--- src/rtl/eth_tx_pkg.sv ---
// Shared types and constants for the Ethernet test-frame generator.
package eth_tx_pkg;

    typedef enum logic [1:0] {
        IDLE = 2'd0,
        REQ  = 2'd1,
        WAIT = 2'd2,
        GAP  = 2'd3
    } tx_state_e;

    typedef enum logic [1:0] {
        MODE_INC   = 2'd0,
        MODE_CONST = 2'd1,
        MODE_LFSR  = 2'd2,
        MODE_SEQ   = 2'd3
    } tx_mode_e;

    localparam int          HDR_WORDS = 8;
    localparam logic [15:0] LFSR_SEED = 16'hACE1;
    // Taps for x^16+x^14+x^13+x^11+1 in right-shifting Fibonacci form.
    localparam logic [15:0] LFSR_TAPS = 16'h002D;

    function automatic logic [15:0] lfsr_step(input logic [15:0] s);
        return {^(s & LFSR_TAPS), s[15:1]};
    endfunction

endpackage

--- src/rtl/eth_payload_lfsr.sv ---
// 16-bit payload LFSR; steps once per cycle with advance high.
module eth_payload_lfsr
    import eth_tx_pkg::*;
(
    input  logic        CLOCK_25,
    input  logic        Reset,
    input  logic        advance,
    output logic [15:0] lfsr_state
);

    logic [15:0] lfsr_r;

    // LFSR state register with synchronous reload of the seed.
    always_ff @(posedge CLOCK_25) begin
        if (Reset) begin
            lfsr_r <= LFSR_SEED;
        end else if (advance) begin
            lfsr_r <= lfsr_step(lfsr_r);
        end else begin
            lfsr_r <= lfsr_r;
        end
    end

    assign lfsr_state = lfsr_r;

endmodule

--- src/rtl/eth_tx_frame_gen.sv ---
// Ethernet test-frame generator driving the EthernetTop send interface:
// header + sequence word + patterned payload, burst or continuous runs.
module eth_tx_frame_gen
    import eth_tx_pkg::*;
#(
    parameter int          DATA_W         = 16,
    parameter int          CNT_W          = 16,
    parameter int          MIN_PAYLOAD    = 22,
    parameter int          MAX_PAYLOAD    = 742,
    parameter logic [47:0] DST_MAC        = 48'hFFFF_FFFF_FFFF,
    parameter logic [47:0] SRC_MAC        = 48'h0001_0203_0405,
    parameter logic [15:0] ETHERTYPE      = 16'h88B5,
    parameter int          GAP_CYCLES     = 1000,
    parameter int          TIMEOUT_CYCLES = 65535
) (
    input  logic              CLOCK_25,
    input  logic              Reset,
    input  logic              start_tx,
    input  logic              stop_tx,
    input  logic [1:0]        mode,
    input  logic [CNT_W-1:0]  payload_words,
    input  logic [CNT_W-1:0]  frame_count,
    input  logic [DATA_W-1:0] const_word,
    input  logic              tx_packet_data_rdy_in,
    input  logic              tx_complete_in,
    output logic              tx_req_out,
    output logic [DATA_W-1:0] tx_packet_data_out,
    output logic              busy,
    output logic [CNT_W-1:0]  frames_sent,
    output logic              error_out,
    output logic [8:0]        Debug_LEDG
);

    localparam int GAP_W = $clog2(GAP_CYCLES + 1);
    localparam int WD_W  = $clog2(TIMEOUT_CYCLES + 1);

    tx_state_e         state_r,  state_nx_s;
    tx_mode_e          mode_r,   mode_nx_s;
    logic [CNT_W-1:0]  idx_r,    idx_nx_s;
    logic [CNT_W-1:0]  len_r,    len_nx_s;
    logic [CNT_W-1:0]  fcount_r, fcount_nx_s;
    logic [CNT_W-1:0]  sent_r,   sent_nx_s;
    logic [DATA_W-1:0] const_r,  const_nx_s;
    logic [DATA_W-1:0] data_r,   data_nx_s;
    logic [15:0]       seq_r,    seq_nx_s;
    logic [GAP_W-1:0]  gap_r,    gap_nx_s;
    logic [WD_W-1:0]   wd_r,     wd_nx_s;
    logic              stop_pend_r, stop_nx_s;
    logic              req_r,    req_nx_s;
    logic              busy_r,   busy_nx_s;
    logic              err_r,    err_nx_s;

    logic [15:0]       lfsr_q_s;
    logic [15:0]       lfsr_pick_s;
    logic              lfsr_adv_s;
    logic [CNT_W-1:0]  nidx_s;
    logic [CNT_W-1:0]  pidx_s;
    logic [DATA_W-1:0] payload_s;
    logic [DATA_W-1:0] next_word_s;
    logic              last_frame_s;
    logic [1:0]        state_bits_s;

    // Total frame length in words with the payload clamped to the legal range.
    function automatic logic [CNT_W-1:0] clamp_len(input logic [CNT_W-1:0] pw);
        if (pw < CNT_W'(MIN_PAYLOAD)) begin
            return CNT_W'(MIN_PAYLOAD + HDR_WORDS);
        end else if (pw > CNT_W'(MAX_PAYLOAD)) begin
            return CNT_W'(MAX_PAYLOAD + HDR_WORDS);
        end else begin
            return pw + CNT_W'(HDR_WORDS);
        end
    endfunction

    eth_payload_lfsr u_lfsr (
        .CLOCK_25   (CLOCK_25),
        .Reset      (Reset),
        .advance    (lfsr_adv_s),
        .lfsr_state (lfsr_q_s)
    );

    assign last_frame_s = (fcount_r != {CNT_W{1'b0}}) && ((sent_r + CNT_W'(1)) == fcount_r);

    // Word to present after the current one is consumed.
    always_comb begin
        nidx_s = idx_r + CNT_W'(1);
        pidx_s = nidx_s - CNT_W'(HDR_WORDS);
        // Consuming an LFSR payload word steps the register this edge, so look one step further.
        if ((mode_r == MODE_LFSR) && (idx_r >= CNT_W'(HDR_WORDS))) begin
            lfsr_pick_s = lfsr_step(lfsr_step(lfsr_q_s));
        end else begin
            lfsr_pick_s = lfsr_step(lfsr_q_s);
        end
        case (mode_r)
            MODE_INC:   payload_s = DATA_W'(pidx_s);
            MODE_CONST: payload_s = const_r;
            MODE_LFSR:  payload_s = DATA_W'(lfsr_pick_s);
            MODE_SEQ:   payload_s = DATA_W'(seq_r);
            default:    payload_s = {DATA_W{1'b0}};
        endcase
        if (nidx_s >= len_r) begin
            next_word_s = {DATA_W{1'b0}};
        end else begin
            case (nidx_s)
                CNT_W'(0): next_word_s = DST_MAC[47:32];
                CNT_W'(1): next_word_s = DST_MAC[31:16];
                CNT_W'(2): next_word_s = DST_MAC[15:0];
                CNT_W'(3): next_word_s = SRC_MAC[47:32];
                CNT_W'(4): next_word_s = SRC_MAC[31:16];
                CNT_W'(5): next_word_s = SRC_MAC[15:0];
                CNT_W'(6): next_word_s = ETHERTYPE;
                CNT_W'(7): next_word_s = DATA_W'(seq_r);
                default:   next_word_s = payload_s;
            endcase
        end
    end

    // Next-state and next-output logic of the frame FSM.
    always_comb begin
        state_nx_s  = state_r;
        mode_nx_s   = mode_r;
        idx_nx_s    = idx_r;
        len_nx_s    = len_r;
        fcount_nx_s = fcount_r;
        sent_nx_s   = sent_r;
        const_nx_s  = const_r;
        data_nx_s   = data_r;
        seq_nx_s    = seq_r;
        gap_nx_s    = gap_r;
        wd_nx_s     = wd_r;
        stop_nx_s   = stop_pend_r;
        req_nx_s    = req_r;
        busy_nx_s   = busy_r;
        err_nx_s    = err_r;
        lfsr_adv_s  = 1'b0;
        case (state_r)
            IDLE: begin
                if (start_tx) begin
                    state_nx_s  = REQ;
                    mode_nx_s   = tx_mode_e'(mode);
                    const_nx_s  = const_word;
                    fcount_nx_s = frame_count;
                    len_nx_s    = clamp_len(payload_words);
                    seq_nx_s    = 16'h0000;
                    sent_nx_s   = {CNT_W{1'b0}};
                    err_nx_s    = 1'b0;
                    busy_nx_s   = 1'b1;
                    req_nx_s    = 1'b1;
                    stop_nx_s   = stop_tx;
                    idx_nx_s    = {CNT_W{1'b0}};
                    wd_nx_s     = {WD_W{1'b0}};
                    data_nx_s   = DST_MAC[47:32];
                end else begin
                    stop_nx_s = 1'b0;
                    busy_nx_s = 1'b0;
                    req_nx_s  = 1'b0;
                end
            end
            REQ, WAIT: begin
                wd_nx_s = wd_r + WD_W'(1);
                if (stop_tx) begin
                    stop_nx_s = 1'b1;
                end else begin
                    stop_nx_s = stop_pend_r;
                end
                if ((state_r == REQ) && tx_packet_data_rdy_in) begin
                    idx_nx_s   = nidx_s;
                    data_nx_s  = next_word_s;
                    lfsr_adv_s = (mode_r == MODE_LFSR) && (idx_r >= CNT_W'(HDR_WORDS));
                    if (idx_r == (len_r - CNT_W'(1))) begin
                        state_nx_s = WAIT;
                    end else begin
                        state_nx_s = REQ;
                    end
                end else begin
                    lfsr_adv_s = 1'b0;
                end
                // Completion wins over the watchdog and may arrive before the last word.
                if (tx_complete_in) begin
                    req_nx_s  = 1'b0;
                    data_nx_s = {DATA_W{1'b0}};
                    idx_nx_s  = {CNT_W{1'b0}};
                    sent_nx_s = sent_r + CNT_W'(1);
                    seq_nx_s  = seq_r + 16'd1;
                    if (last_frame_s || stop_pend_r || stop_tx) begin
                        state_nx_s = IDLE;
                        busy_nx_s  = 1'b0;
                        stop_nx_s  = 1'b0;
                    end else begin
                        state_nx_s = GAP;
                        gap_nx_s   = {GAP_W{1'b0}};
                    end
                end else if (wd_r == WD_W'(TIMEOUT_CYCLES - 1)) begin
                    state_nx_s = IDLE;
                    req_nx_s   = 1'b0;
                    data_nx_s  = {DATA_W{1'b0}};
                    idx_nx_s   = {CNT_W{1'b0}};
                    busy_nx_s  = 1'b0;
                    stop_nx_s  = 1'b0;
                    err_nx_s   = 1'b1;
                end else begin
                    err_nx_s = err_r;
                end
            end
            GAP: begin
                if (stop_tx) begin
                    state_nx_s = IDLE;
                    busy_nx_s  = 1'b0;
                    stop_nx_s  = 1'b0;
                end else if (gap_r == GAP_W'(GAP_CYCLES - 1)) begin
                    state_nx_s = REQ;
                    req_nx_s   = 1'b1;
                    wd_nx_s    = {WD_W{1'b0}};
                    idx_nx_s   = {CNT_W{1'b0}};
                    data_nx_s  = DST_MAC[47:32];
                end else begin
                    gap_nx_s = gap_r + GAP_W'(1);
                end
            end
            default: begin
                state_nx_s = IDLE;
                req_nx_s   = 1'b0;
                busy_nx_s  = 1'b0;
            end
        endcase
    end

    // State and output registers.
    always_ff @(posedge CLOCK_25) begin
        if (Reset) begin
            state_r     <= IDLE;
            mode_r      <= MODE_INC;
            idx_r       <= {CNT_W{1'b0}};
            len_r       <= {CNT_W{1'b0}};
            fcount_r    <= {CNT_W{1'b0}};
            sent_r      <= {CNT_W{1'b0}};
            const_r     <= {DATA_W{1'b0}};
            data_r      <= {DATA_W{1'b0}};
            seq_r       <= 16'h0000;
            gap_r       <= {GAP_W{1'b0}};
            wd_r        <= {WD_W{1'b0}};
            stop_pend_r <= 1'b0;
            req_r       <= 1'b0;
            busy_r      <= 1'b0;
            err_r       <= 1'b0;
        end else begin
            state_r     <= state_nx_s;
            mode_r      <= mode_nx_s;
            idx_r       <= idx_nx_s;
            len_r       <= len_nx_s;
            fcount_r    <= fcount_nx_s;
            sent_r      <= sent_nx_s;
            const_r     <= const_nx_s;
            data_r      <= data_nx_s;
            seq_r       <= seq_nx_s;
            gap_r       <= gap_nx_s;
            wd_r        <= wd_nx_s;
            stop_pend_r <= stop_nx_s;
            req_r       <= req_nx_s;
            busy_r      <= busy_nx_s;
            err_r       <= err_nx_s;
        end
    end

    assign state_bits_s       = state_r;
    assign tx_req_out         = req_r;
    assign tx_packet_data_out = data_r;
    assign busy               = busy_r;
    assign frames_sent        = sent_r;
    assign error_out          = err_r;
    assign Debug_LEDG         = {err_r, busy_r, req_r, state_bits_s, sent_r[3:0]};

endmodule

--- config.mk ---
export PLATFORM = sky130hd
export DESIGN_NAME = eth_tx_frame_gen
export DESIGN_NICKNAME = d
export VERILOG_FILES = /design/src/rtl/eth_tx_pkg.sv /design/src/rtl/eth_payload_lfsr.sv /design/src/rtl/eth_tx_frame_gen.sv
export SDC_FILE = /design/constraint.sdc
export NUM_CORES = 1
export LEC_CHECK = 0
export ABC_AREA = 1
export ABC_CLOCK_PERIOD_IN_PS = 2500
export BUFFER_PORTS_ARGS = -buffer_cell sky130_fd_sc_hd__buf_4
export CAP_MARGIN = 20
export CORE_UTILIZATION = 45
export CTS_BUF_LIST = sky130_fd_sc_hd__clkbuf_8
export DETAILED_ROUTE_END_ITERATION = 10
export PLACE_DENSITY = 0.68
export RECOVER_POWER = 100
export SLEW_MARGIN = 20
export SYNTH_ARGS = -nofsm -noshare
export SYNTH_HDL_FRONTEND = slang
export SYNTH_SLANG_ARGS = --single-unit
--- constraint.sdc ---
create_clock -name CLOCK_25 -period 2.5 [get_ports CLOCK_25]
set_input_delay 0.5 -clock CLOCK_25 [delete_from_list [all_inputs] [get_ports CLOCK_25]]
set_output_delay 0.5 -clock CLOCK_25 [all_outputs]
set_load 0.005 [all_outputs]
==> metrics.md, run 1 <==
| Metric | Value |
|---|---|
| Status | complete, but fails checks |
| Failing checks | DRC, setup timing |
| Final Core Density | 0.572 |
| CTS Buf Count | 17 |
| Grt met1 use | 0.335 |
| Ys Warns | 0 |
| Layout cells sized above 1 | 0.196 |
| Multi-input gate area | 0.00645 mm² |
| Period Utilization, post-route | 1.04 |
| CORE AREA | between 0.02 and 0.025 mm² |
| Nets@finish | approximately 1,800 |
| RSZ-0062 raised after global routing | yes |
| Tmin final | 2600 ps |
| Global-route wire length before repair | around 48,000 µm |
| TritonCTS clock tree | built |
| CP required | 2900 ps |
| Initial Util | 0.463 |
| Syn avg cell area | between 6 and 7 µm² |
| Port Buffers | 99 |
| Max_cap viols | 0 |
| Syn Nets | about 1,700 |
| Startpoint types | register |
| Post-synthesis sequential area ratio | 0.319 |
| Kind of critical path | register to register |
| Post-Synthesis Cell Area | approximately 0.010 mm² |
| Initial drt markers | ~860 |
| Die Span X | ~150 µm |
| Area grow syn2layout | 23.7% |
| Top Usage Layer GRT | met2 |
| Synth cell types | 46 |
| Pins Over Slew Limit | 0 |
| Max Fanout on Critical Path | 8 |
| Slew @ Worst Pin | 781 ps |
| Clock Latency Late Sink | 470 ps |
| Post-synth EDFFs | 0 |
| Largest net degree at the start of global routing | 68 |
| Initial antenna violation count | 0 |
| Row count | 54 |
| CTS root buffer | clkbuf_8 |
| Post-synth ARST share | 0 |
| Worst Skew | between 15 and 20 ps |
| Hold_buf cts | 0 |
| Htree depth | 4 |
| GRT Total Usage | 0.251 |
| Drt wl/cell | around 15 µm |
| Most common cell after layout, fill and taps aside | nand2_1 |
| Antenna Cells | 0 |
| Peak VDD IR | roughly 0.34 mV |
| Total power | 6.27 mW |
| Setup slack after layout | -99.3 ps |
| WP data arrival | around 3000 ps |
| Drt pass-1 iters | 8 |
| Slew HR | 0.479 |
| Power Density | 499 mW/mm² |
| Top FF cell, synth | dfxtp_1 |
| Clock sink total | roughly 160 |
| Hpwl dp | 21,800 µm |
| Grt met3 use | 0.0418 |
| Worst-path clk slew | 100 ps |
| Die area | 0.0232 mm² |
| Register Area | ~0.0033 mm² |
| DR DRC count | 8 |
| Clock Tree Buf Depth | 2 |
| Total Neg Setup Slack | -1000 ps |
| Via/cell ratio | about 5.4 |
| Final Hold Viols | 0 |
| Most frequent cells in the layout | nand2_1, nor2_1, inv_1 |
| Vias post-DR | 10,930 |
| Post-Syn Instances | approximately 1,600 |
| Routed Antenna Nets | 0 |
| WHS | 252 ps |
| Fmax | ~0.38 GHz |
| Fillers | ~2,100 |
| Drt total wl | 29,900 µm |
| DIE HEIGHT | around 150 µm |
| Io pins | 100 |
| RD Place Congestion | roughly 0.92 |
| Vias in the first global route | approximately 9,900 |
| Static leakage | 5.43 nW |
| Synthesis-stage register bit count | about 160 |
| Worst hold path class | primary input to register |
| Gr ovfl total | 0 |
| Setup violation total in the final timing report | 16 |
| GR Layer Usage met2 | 0.420 |
| CP endpoint kind | register |
[kinds of logic after synthesis]
family,share of synthesized area
AND/OR/NAND/NOR,0.346
XOR/XNOR,0.0388
adder cells (fa/ha/maj),0.0394
buffers and inverters,0.0955
flip-flops,0.319
AO/OA/AOI/OAI,0.161
[critical path, stage by stage, from the launching register on]
cell	delay (ps)
dfxtp_1	430
nand2_1	130
nor2_4	120
nand3_1	200
xnor2_2	200
ha_1	310
inv_1	120
nor3_2	60
a211oi_2	160
nand2_2	100
a21oi_4	260
buf_12	190
nand3_1	90
a21oi_1	150
[synthesized netlist by cell type (2+ instances only)]
| cell | instances | area share |
|---|---|---|
| nor3_2 | 2 | 0.0020 |
| a211oi_1 | 5 | 0.0037 |
| nor2_1 | 204 | 0.075 |
| or2_2 | 2 | 0.0012 |
| a221oi_1 | 2 | 0.0017 |
| a21oi_1 | 111 | 0.055 |
| o211ai_1 | 12 | 0.0089 |
| nand3_1 | 111 | 0.055 |
| xor2_1 | 26 | 0.022 |
| ha_1 | 32 | 0.039 |
| dfxtp_1 | 162 | 0.32 |
| a31oi_1 | 2 | 0.0012 |
| nand4_1 | 35 | 0.022 |
| o21ai_0 | 130 | 0.064 |
| nand3b_1 | 6 | 0.0044 |
| inv_1 | 182 | 0.067 |
| nand2_1 | 367 | 0.14 |
| o221ai_1 | 6 | 0.0052 |
| clkinv_1 | 2 | 0.00074 |
| buf_4 | 7 | 0.0052 |
| clkbuf_1 | 41 | 0.015 |
| a22oi_1 | 15 | 0.011 |
| buf_2 | 7 | 0.0034 |
| inv_2 | 6 | 0.0022 |
| nor3_1 | 36 | 0.018 |
| nor2_2 | 5 | 0.0031 |
| nand3_2 | 4 | 0.0039 |
| nor2_4 | 5 | 0.0055 |
| nor3b_1 | 5 | 0.0037 |
| xnor2_1 | 19 | 0.016 |
| o21ai_1 | 6 | 0.0030 |
| nor4_1 | 7 | 0.0043 |
| nor3_4 | 2 | 0.0032 |
| o21bai_1 | 3 | 0.0022 |
| nand2_2 | 13 | 0.0080 |
[layout make-up]
cell class                      instances  area share
Timing Repair Buffer                  184       0.111
Clock inverter                         14      0.0104
Sequential cell                       162       0.260
Inverter                              190      0.0574
Multi-Input combinational cell       1184       0.514
Clock buffer                           18      0.0197
Tap cell                              280      0.0279
[flip-flops by register name, summed over array words and instances (netlist names), 2 cells and up]
signal and count:
u_lfsr.lfsr_state 16, tx_packet_data_out 16, const_r 16, fcount_r 16
frames_sent 16, state_bits_s 2, seq_r 16, mode_r 2
idx_r 16, len_r 16, gap_r 10, wd_r 16
[what timing repair did]
| item | 4_1_cts | 5_1_grt |
|---|---|---|
| buffers inserted | 1 | 11 |
| hold endpoints to repair | 0 | 0 |
| gates cloned | 0 | 3 |
| pin swaps | 3 | 37 |
| setup endpoints to repair | 16 | 37 |
| gates resized for setup | 11 | 131 |
[power breakdown]
part | internal [mW] | total (mW) | switching [mW]
clock network | 0.826 | 1.91 | 1.08
logic | 0.580 | 1.54 | 0.963
registers | 2.72 | 2.82 | 0.100
total | 4.13 | 6.27 | 2.14
[final timing paths]
path / from / slack, ps / cells past startpoint / end
worst max-delay path: idx_r[10] / -100 / 13 / tx_packet_data_out[0]
worst max register to register: idx_r[10] / -100 / 13 / tx_packet_data_out[0]
worst min-delay path: payload_words[3] / 250 / 2 / len_r[3]
worst min register to register: u_lfsr.lfsr_state[9] / 490 / 2 / u_lfsr.lfsr_state[8]
[through the flow]
step,cell area [µm²],instances,setup slack (ps)
2_1_floorplan,10200,1591,33.4
3_3_place_gp,11600,1985,8.39
3_5_place_dp,11600,1985,-38.9
4_1_cts,12000,2018,4.67
5_1_grt,12600,2032,-231
6_report,12600,2032,-99.3
[routing by layer]
metal | wire length, µm | vias up
met5 | 0 | -
met4 | 403 | 0
met3 | 1780 | 37
met2 | 13900 | 333
met1 | 13800 | 5047
li1 | - | 5513
(Power assumes the default switching activity.)
==> inputs of run 2 (changes only) <==
--- a/config.mk
+++ b/config.mk
@@ -13,7 +13,7 @@
 export CTS_BUF_LIST = sky130_fd_sc_hd__clkbuf_8
 export DETAILED_ROUTE_END_ITERATION = 10
 export PLACE_DENSITY = 0.68
-export RECOVER_POWER = 100
+export RECOVER_POWER = 25
 export SLEW_MARGIN = 20
 export SYNTH_ARGS = -nofsm -noshare
 export SYNTH_HDL_FRONTEND = slang
==> metrics.md, run 2 (synthesis results as in run 1) <==
| Metric | Value |
|---|---|
| Status | complete, but fails checks |
| Failing checks | DRC, setup timing |
| Slew HR | 0.474 |
| Worst-path clk slew | 100 ps |
| CTS root buffer | clkbuf_8 |
| Hold Crit Start | payload_words[3] |
| Initial drt markers | 790 |
| Multi-input gate area | about 0.0065 mm² |
| Layout cells sized above 1 | 0.203 |
| Drt pass-1 iters | 11 |
| Vias in the first global route | between 9,000 and 10,000 |
| Hold_buf cts | 0 |
| Die area | 0.0232 mm² |
| Final Hold Viols | 0 |
| Hold Crit Endpoint | len_r[3] |
| Hold depth | 2 |
| Drt wl/cell | roughly 15 µm |
| Setup violation total in the final timing report | 16 |
| Initial antenna violation count | 0 |
| DR DRC count | 8 |
| Pins Over Slew Limit | 0 |
| Area grow syn2layout | 24.2% |
| Max Fanout on Critical Path | 8 |
| Clock sink total | 162 |
| Clock Latency Late Sink | 470 ps |
| Worst Skew | ~16 ps |
| Worst-path cell chain | ha_4 -> nand2_4 -> nor3_4 -> nand2_1 -> nand2_1 -> nand2_2 -> inv_2 -> ha_4 -> inv_2 -> nor3_2 -> a211oi_2 -> nand2_2 -> a21oi_4 -> buf_12 -> nand3_1 -> a21oi_1 |
| Final Core Density | 0.574 |
| Power Density | roughly 500 mW/mm² |
| Most frequent cells in the layout | nand2_1, nor2_1, inv_1 |
| WP data arrival | 2980 ps |
| CORE AREA | around 0.022 mm² |
| Dpl ws | -38.9 ps |
| Clock Tree Buf Depth | 2 |
| CP delay by family, top | simple AND/OR/NAND/NOR gates |
| TritonCTS clock tree | built |
| Setup slack after layout | -84.4 ps |
| Kind of critical path | register to register |
| Critical Path Max Stage Delay | between 400 and 500 ps |
| Vias post-DR | 10,933 |
| Fmax | about 0.39 GHz |
| Reg2reg start | idx_r[0] |
| Io pins | 100 |
| RSZ-0062 raised after global routing | yes |
| Most common cell after layout, fill and taps aside | nand2_1 |
| Register Area | 0.00327 mm² |
| Peak VDD IR | roughly 0.34 mV |
| Global-route wire length before repair | 47,800 µm |
| CTS Buf Count | 17 |
| Area post-placement | between 0.01 and 0.015 mm² |
| Row count | 54 |
| Largest net degree at the start of global routing | 68 |
| Slew @ Worst Pin | 789 ps |
| Port Buffers | between 90 and 100 |
| Period Utilization, post-route | 1.03 |
| Routed Antenna Nets | 0 |
| WHS | about 250 ps |
| Total Neg Setup Slack | -767 ps |
| Htree depth | 4 |
| Worst path bufs/invs | 3 |
| GRT Total Usage | 0.251 |
| RR Endpoint | tx_packet_data_out[0] |
| Antenna Cells | 0 |
| Nets@finish | between 1,500 and 2,000 |
| Worst hold path class | primary input to register |
| Fillers | 2,121 |
| RD Place Congestion | 0.919 |
| DIE HEIGHT | 152 µm |
| Max_cap viols | 0 |
| Die Span X | roughly 150 µm |
| Path depth of the worst reg2reg path | 16 |
| Slowest stage cell, crit path | dfxtp_4 |
| Tmin final | between 2000 and 3000 ps |
| Gr ovfl total | 0 |
| Reg-to-reg slack, setup | -80 ps |
| Drt total wl | 29,900 µm |
| Static leakage | between 5 and 6 nW |
| Initial Util | 0.463 |
| CP required | roughly 2900 ps |
| Startpoint types | register |
| Via/cell ratio | approximately 5.4 |
| CP endpoint kind | register |
| Hpwl dp | around 22,000 µm |
| Post-route cell area | 0.0126 mm² |
==> run 2: changes by cell type in the layout (fill, tap and decap cells not counted) <==
cell / change
buf_4: +13
nor3_1: -2
nor3_2: +2
clkbuf_2: -1
clkbuf_4: -3
dfxtp_1: -1
nor2_1: -1
dfxtp_2: +1
clkbuf_1: -9
nor2_4: +1
==> run 2: how the worst max path moves through the flow <==
stage,from,to,slack [ps],cells after the start
3_5_place_dp,idx_r[1],tx_packet_data_out[10],-40,14
2_1_floorplan,idx_r[1],tx_packet_data_out[7],30,15
3_3_place_gp,idx_r[8],tx_packet_data_out[14],8,13
6_report,idx_r[0],tx_packet_data_out[0],-80,16
4_1_cts,idx_r[1],tx_packet_data_out[0],5,17
5_1_grt,idx_r[8],tx_packet_data_out[0],-200,13
==> run 2: metal layers <==
| layer | part of all wire | wire [µm] | vias to the layer above | global-route usage |
|---|---|---|---|---|
| met3 | 0.060 | 1810 | 34 | 0.0418 |
| li1 | - | - | 5513 | - |
| met2 | 0.47 | 14000 | 340 | 0.420 |
| met4 | 0.012 | 371 | 0 | 0.0632 |
| met5 | 0 | 0 | - | 0 |
| met1 | 0.46 | 13800 | 5046 | 0.335 |
==> run 2: per-stage QoR <==
step | power, mW | instances
after floorplan | 3.73 | 1591
after global placement | 4.27 | 1985
after detailed placement | 4.28 | 1985
after CTS | 6.18 | 2018
after global routing | 6.62 | 2032
final | 6.29 | 2032
==> run 2: layout make-up <==
type	instances	area share
inverters	190	0.0571
clock buffers	18	0.0196
well taps	280	0.0278
flip-flops and latches	162	0.259
repair buffers	184	0.113
multi-input cells	1184	0.513
clock inverters	14	0.0103
==> run 2: power by group <==
part           switching (mW)  internal (mW)  total (mW)
registers               0.100           2.72        2.82
clock network            1.09          0.826        1.92
logic                   0.965          0.592        1.56
==> run 2: what timing repair did <==
item | 4_1_cts | 5_1_grt
endpoints found under the setup margin | 16 | 37
pin swaps | 3 | 37
cloned | 0 | 3
gates resized for setup | 11 | 131
buffers inserted | 1 | 11
==> run 2: worst reg2reg max path, stage by stage (launching register included) <==
cell and delay [ps]:
dfxtp_4 420, ha_4 180, nand2_4 90, nor3_4 240
nand2_1 90, nand2_1 80, nand2_2 60, inv_2 80
ha_4 210, inv_2 60, nor3_2 50, a211oi_2 160
nand2_2 100, a21oi_4 260, buf_12 190, nand3_1 100
a21oi_1 150
